`src/rtl/noise_pkg.sv`:
```
// rtl/noise_pkg.sv - shared state encoding and constants for the multi-channel glitch filter
package noise_pkg;

    // bit 1 of the encoding is the debounced level
    typedef enum logic [1:0] {
        WAIT1   = 2'b00,
        CHK1    = 2'b01,
        STABLE1 = 2'b10,
        CHK0    = 2'b11
    } state_e;

    // smallest usable threshold; anything lower is clamped up to this
    localparam int THR_MIN = 2;

endpackage

```
`src/rtl/noise_channel.sv`:
```
// rtl/noise_channel.sv - one channel: synchroniser, debounce FSM, threshold latch, edge strobes
module noise_channel
    import noise_pkg::*;
#(
    parameter int   CNT_W   = 4,
    parameter int   SYNC    = 2,
    parameter logic INV_BIT = 1'b0
) (
    input  logic             clk,
    input  logic             rst_n,
    input  logic             en_i,
    input  logic [CNT_W-1:0] thr_i,
    input  logic             pulse_i,
    output logic             true_pulse_o,
    output logic             rise_o,
    output logic             fall_o
);

    logic [SYNC-1:0]  sync_q;
    logic             s;
    state_e           state_q, state_d;
    logic [CNT_W-1:0] cnt_q, cnt_d;
    logic [CNT_W-1:0] thr_l_q, thr_l_d;
    logic             true_pulse_q, true_pulse_d;
    logic             rise_q, rise_d;
    logic             fall_q, fall_d;
    logic [CNT_W-1:0] thr_eff;
    logic [CNT_W-1:0] cnt_inc;

    // cnt stays below thr_l, so the increment never wraps
    assign thr_eff = (thr_i < CNT_W'(THR_MIN)) ? CNT_W'(THR_MIN) : thr_i;
    assign cnt_inc = cnt_q + CNT_W'(1);
    assign s       = sync_q[SYNC-1];

    // synchroniser keeps running regardless of en so the FSM always sees fresh samples
    always_ff @(posedge clk or negedge rst_n) begin
        if (!rst_n) begin
            sync_q <= '0;
        end else begin
            sync_q <= {sync_q[SYNC-2:0], pulse_i ^ INV_BIT};
        end
    end

    // next-state decode; strobes default low so they drop while en=0
    always_comb begin
        state_d = state_q;
        cnt_d   = cnt_q;
        thr_l_d = thr_l_q;
        rise_d  = 1'b0;
        fall_d  = 1'b0;
        if (en_i) begin
            case (state_q)
                WAIT1: begin
                    if (s) begin
                        state_d = CHK1;
                        cnt_d   = CNT_W'(1);
                        thr_l_d = thr_eff;
                    end
                end
                CHK1: begin
                    if (!s) begin
                        state_d = WAIT1;
                    end else if (cnt_inc == thr_l_q) begin
                        state_d = STABLE1;
                        rise_d  = 1'b1;
                    end else begin
                        cnt_d = cnt_inc;
                    end
                end
                STABLE1: begin
                    if (!s) begin
                        state_d = CHK0;
                        cnt_d   = CNT_W'(1);
                        thr_l_d = thr_eff;
                    end
                end
                CHK0: begin
                    if (s) begin
                        state_d = STABLE1;
                    end else if (cnt_inc == thr_l_q) begin
                        state_d = WAIT1;
                        fall_d  = 1'b1;
                    end else begin
                        cnt_d = cnt_inc;
                    end
                end
                default: state_d = WAIT1;
            endcase
        end
        true_pulse_d = (state_d == STABLE1) || (state_d == CHK0);
    end

    // state, counter, latched threshold and registered outputs
    always_ff @(posedge clk or negedge rst_n) begin
        if (!rst_n) begin
            state_q      <= WAIT1;
            cnt_q        <= '0;
            thr_l_q      <= '0;
            true_pulse_q <= 1'b0;
            rise_q       <= 1'b0;
            fall_q       <= 1'b0;
        end else begin
            state_q      <= state_d;
            cnt_q        <= cnt_d;
            thr_l_q      <= thr_l_d;
            true_pulse_q <= true_pulse_d;
            rise_q       <= rise_d;
            fall_q       <= fall_d;
        end
    end

    assign true_pulse_o = true_pulse_q;
    assign rise_o       = rise_q;
    assign fall_o       = fall_q;

endmodule

```
`src/rtl/multi_noise_eliminator.sv`:
```
// rtl/multi_noise_eliminator.sv - CH independent debounce channels plus a shared change flag
module multi_noise_eliminator
    import noise_pkg::*;
#(
    parameter int            CH    = 4,
    parameter int            CNT_W = 4,
    parameter int            SYNC  = 2,
    parameter logic [CH-1:0] INV   = '0
) (
    input  logic             clk,
    input  logic             rst,
    input  logic             en,
    input  logic [CNT_W-1:0] thr,
    input  logic [CH-1:0]    pulse,
    output logic [CH-1:0]    true_pulse,
    output logic [CH-1:0]    rise,
    output logic [CH-1:0]    fall,
    output logic             any_change
);

    // one filter per pin; INV lets active-low pins look active-high to the FSM
    for (genvar g = 0; g < CH; g++) begin : g_ch
        noise_channel #(
            .CNT_W  (CNT_W),
            .SYNC   (SYNC),
            .INV_BIT(INV[g])
        ) u_ch (
            .clk         (clk),
            .rst_n       (rst),
            .en_i        (en),
            .thr_i       (thr),
            .pulse_i     (pulse[g]),
            .true_pulse_o(true_pulse[g]),
            .rise_o      (rise[g]),
            .fall_o      (fall[g])
        );
    end

    assign any_change = |(rise | fall);

endmodule

```
`config.mk`:
```
export PLATFORM = sky130hd
export DESIGN_NAME = multi_noise_eliminator
export DESIGN_NICKNAME = d
export VERILOG_FILES = /design/src/rtl/noise_pkg.sv /design/src/rtl/noise_channel.sv /design/src/rtl/multi_noise_eliminator.sv
export SDC_FILE = /design/constraint.sdc
export NUM_CORES = 1
export LEC_CHECK = 0
export ABC_AREA = 1
export BUFFER_PORTS_ARGS = -buffer_cell sky130_fd_sc_hd__clkbuf_2
export CORE_MARGIN = 2
export CORE_UTILIZATION = 60
export CTS_CLUSTER_DIAMETER = 60
export DETAILED_ROUTE_END_ITERATION = 12
export GPL_ROUTABILITY_DRIVEN = 0
export HOLD_SLACK_MARGIN = 0.15
export PLACE_DENSITY_LB_ADDON = 0.05
export SLEW_MARGIN = 40
export SYNTH_ARGS = -nofsm -noshare
export SYNTH_HDL_FRONTEND = slang
export SYNTH_SLANG_ARGS = --single-unit
```
`constraint.sdc`:
```
create_clock -name clk -period 3.2 [get_ports clk]
set_clock_uncertainty 0.2 [all_clocks]
set_input_delay 0.16 -clock clk [delete_from_list [all_inputs] [get_ports clk]]
set_output_delay 0.16 -clock clk [all_outputs]
set_load 0.05 [all_outputs]
```
==> run summary <==
POWER AND IR DROP
------------------------------------------------------------------------------------------
Static Leak .................................................................      1.79 nW
Post-route total power ......................................................      3.08 mW
Maximum resistive drop on vdd ...............................................       567 uV
Power Density ...............................................................  876 nW/um^2

SYNTH
------------------------------------------------------------------------------------------
Post-synthesis cell type with the largest combined area .....................      dfrtp_1
Main combinational cell family by area after synthesis ...................... simple AND/OR/NAND/NOR gates
Per-instance average area after synthesis ...................................    8.44 um^2
Net count of the mapped netlist .............................................          379
Register bit count reported by yosys ........................................           60
Top cell type's share of synthesized area ...................................        48.9%
Number of instances in the synthesized netlist ..............................          364
Count of unique library cells instantiated by Yosys .........................           22
Area contributors post-synth ................................................ dfrtp_1, nand2_1, inv_1
Multiplexer area fraction after synthesis ...................................           0%
Compound-Gate Fraction of Synth Area ........................................        6.60%
Netlist Area Pre-Place ......................................................    3070 um^2
Warnings from Yosys .........................................................            0
Xor-xnor portion of the synthesized cell area ...............................           0%
Share of synthesized cell area in full adder, half adder and majority cells .        1.63%
Part of the Yosys area used for sequential elements .........................        48.9%
Post-synthesis share of cell area spent on and, or, nand and nor gates ......        34.1%

FLOORPLAN
------------------------------------------------------------------------------------------
CORE AREA ...................................................................    5010 um^2
Die extent in y .............................................................      75.6 um
Number of I/O pins ..........................................................           24
Floorplan die area ..........................................................    5710 um^2
Count of standard-cell rows .................................................           26
Initial core utilization ....................................................        61.3%
Chip Width ..................................................................      75.6 um

GRT
------------------------------------------------------------------------------------------
Antenna violations before repair ............................................            0
GRT overflow ................................................................            0
Wire length of the first global-routing pass ................................      9830 um
Total routing usage reported by global routing ..............................        23.6%
Met1 routing resource usage after global routing ............................        30.4%
Number of global-route vias before repair ...................................        2,207
Pin count of the biggest net entering global routing ........................           22
GR peak layer ...............................................................         met2
Met2 GRT Util ...............................................................        37.7%
Fraction of met3 tracks used by global routing ..............................        6.61%

STA
------------------------------------------------------------------------------------------
Worst path setup slack after routing ........................................      1.30 ns
Final hold violations .......................................................            0
Min Tclk post-route .........................................................      1.90 ns
Unrepaired setup endpoints after global routing .............................           no
Share of the cycle needed by the critical path after routing ................        59.4%
Maximum operating frequency .................................................      526 MHz
Final TNS setup .............................................................         0 ns
Worst-Margin Slew ...........................................................     0.492 ns
Slew Limit Fails ............................................................            0
# setup viols final .........................................................            0
Worst-case headroom to the max-slew limit ...................................        67.2%

CELLS AND AREA
------------------------------------------------------------------------------------------
Antenna cell count ..........................................................            0
Most frequent standard cell in the layout excluding fill and tap cells ......      nand2_1
Highest-count cells in the layout ignoring fill and taps .................... nand2_1, dfrtp_1, inv_1
Proportion of layout cells with a drive suffix above 1 ......................        21.0%
Fillers .....................................................................          411
Final layout net count ......................................................          414
P&R area growth vs syn ......................................................        14.3%

WORST HOLD PATH
------------------------------------------------------------------------------------------
Class of the tightest hold or removal check .................................      reg2reg
End point of the worst hold path ............................................ g_ch[2].u_ch.sync_q[1]
Worst Min Path Start ........................................................ g_ch[2].u_ch.sync_q[0]
Hold Crit Depth .............................................................            0

CLOCKING
------------------------------------------------------------------------------------------
Clk slew on worst S/H paths .................................................      0.07 ns
Number of CTS-inserted buffers ..............................................            9
Number of levels in the clock H-tree ........................................            3
CTS root buffer .............................................................     clkbuf_8
Clk buf depth ...............................................................            2
CTS sink count ..............................................................           60
Clock tree from TritonCTS ...................................................         done
Clock insertion delay at the later pin of the skew report ...................      0.33 ns
# resized after CTS .........................................................            0

ROUTING
------------------------------------------------------------------------------------------
DR vias/cell ................................................................         4.98
Number of violations reported at the end of detailed-routing iteration 0 ....          164
Remaining antenna violation count ...........................................            0
First-pass detailed-route iteration total ...................................            4
WL/cell .....................................................................      12.3 um
DRT Wirelength ..............................................................      5850 um
Via Count ...................................................................        2,360
Number of design rule violations left after detail routing ..................            0

WORST SETUP PATH
------------------------------------------------------------------------------------------
CP Class ....................................................................      reg2reg
Startpoint type of the worst setup path .....................................     register
Launch point of the worst path .............................................. g_ch[0].u_ch.cnt_q[0]
Worst flop-to-flop path startpoint .......................................... g_ch[0].u_ch.cnt_q[0]
Reg-to-reg endpoint ......................................................... g_ch[0].u_ch.cnt_q[1]
Data arrival time of the worst path .........................................      1.93 ns
Maximum fanout count along the critical path ................................            8
Register-to-register path setup slack .......................................      1.30 ns
Required time of the critical path ..........................................      3.23 ns
Reg2Reg Depth ...............................................................            9
Capturing element type of the critical path .................................     register

OUTCOME
------------------------------------------------------------------------------------------
Result of the run ........................................................... finished, final reports clean

PLACEMENT
------------------------------------------------------------------------------------------
Final HPWL from detailed placement ..........................................      4150 um
Port Buffer Count ...........................................................           23
Worst slack after detailed placement ........................................      1.31 ns

FLOW RUN
------------------------------------------------------------------------------------------
Reported max-cap violation count ............................................            0

## flip-flops by register name, indices dropped and copies added (netlist names)
register                cells
g_ch.u_ch.thr_l_q          16
g_ch.u_ch.cnt_q            16
g_ch.u_ch.true_pulse_o      4
g_ch.u_ch.sync_q            8
g_ch.u_ch.state_q           8
g_ch.u_ch.fall_o            4
g_ch.u_ch.rise_o            4
## cells by family after synthesis
group	Yosys count
DFF	60
buffers and inverters	60
AOI/OAI and AO/OA	31
adders and majority gates	4
and+or+nand+nor	209
## cell type report
type | count | area (um^2) | share of cell area [%]
inverter | 47 | 176 | 5.02
sequential | 60 | 1500 | 42.8
multi-input combinational | 244 | 1300 | 37.0
clock buffer | 10 | 138 | 3.92
clock inverter | 6 | 63.8 | 1.82
tap | 70 | 87.6 | 2.49
timing repair buffer | 37 | 245 | 6.98
## worst max-delay path by stage
stage / to / slack [ns] / cells after the start
floorplan: g_ch[0].u_ch.cnt_q[0] / 1.46 / 9
global route: g_ch[0].u_ch.true_pulse_o / 1.16 / 8
finish: g_ch[0].u_ch.cnt_q[1] / 1.30 / 9
CTS: g_ch[1].u_ch.sync_q[0] / 1.20 / 3
global placement: g_ch[0].u_ch.cnt_q[0] / 1.33 / 9
detailed placement: g_ch[0].u_ch.cnt_q[1] / 1.31 / 9
## stage by stage
step	utilization (%)	hold slack, ns	std cells	instance area [um^2]
after floorplan	-	-0.336	364	3070
after global placement	63.8	-0.0239	446	3200
after detailed placement	63.8	-0.0255	446	3200
after CTS	70.2	0.154	474	3520
after global routing	70.1	0.157	474	3510
final	70.1	0.148	474	3510
## synth_stat cells, drive strengths merged
cell type  instances
ha                 4
nand4             12
nor2              30
dfrtp             60
nand3             32
buf               13
o31ai              1
inv               47
o21ai             20
nand2            124
nor4               2
or2                1
nand3b             8
a21oi             10
## timing repair
item	4_1_cts	5_1_grt
setup buffers	0	0
endpoints found under the hold margin	91	0
hold buffers	12	0
## where the power goes
part           leakage (nW)  switching, mW  internal, mW
clock                0.0983          0.304         0.379
combinational         0.940          0.757         0.405
sequential            0.747          0.236         0.996
total                  1.79           1.30          1.78
## per-layer routing
metal	share of wire, %	wire length, um	up-vias
met5	0	0	-
met1	45	2650	1073
met4	1.6	94	0
met3	4.3	254	11
met2	49	2850	51
li1	-	-	1225
## critical path, cell delays in order, from the launching register on
cell and delay [ns]:
dfrtp_1 0.47, ha_1 0.34, inv_1 0.05, or2_2 0.26
nand3_1 0.14, nor2_4 0.06, nand2_4 0.08, nand2_4 0.07
nand2_1 0.07, nand2_1 0.05
No activity file was read; power rests on OpenSTA's default activity.
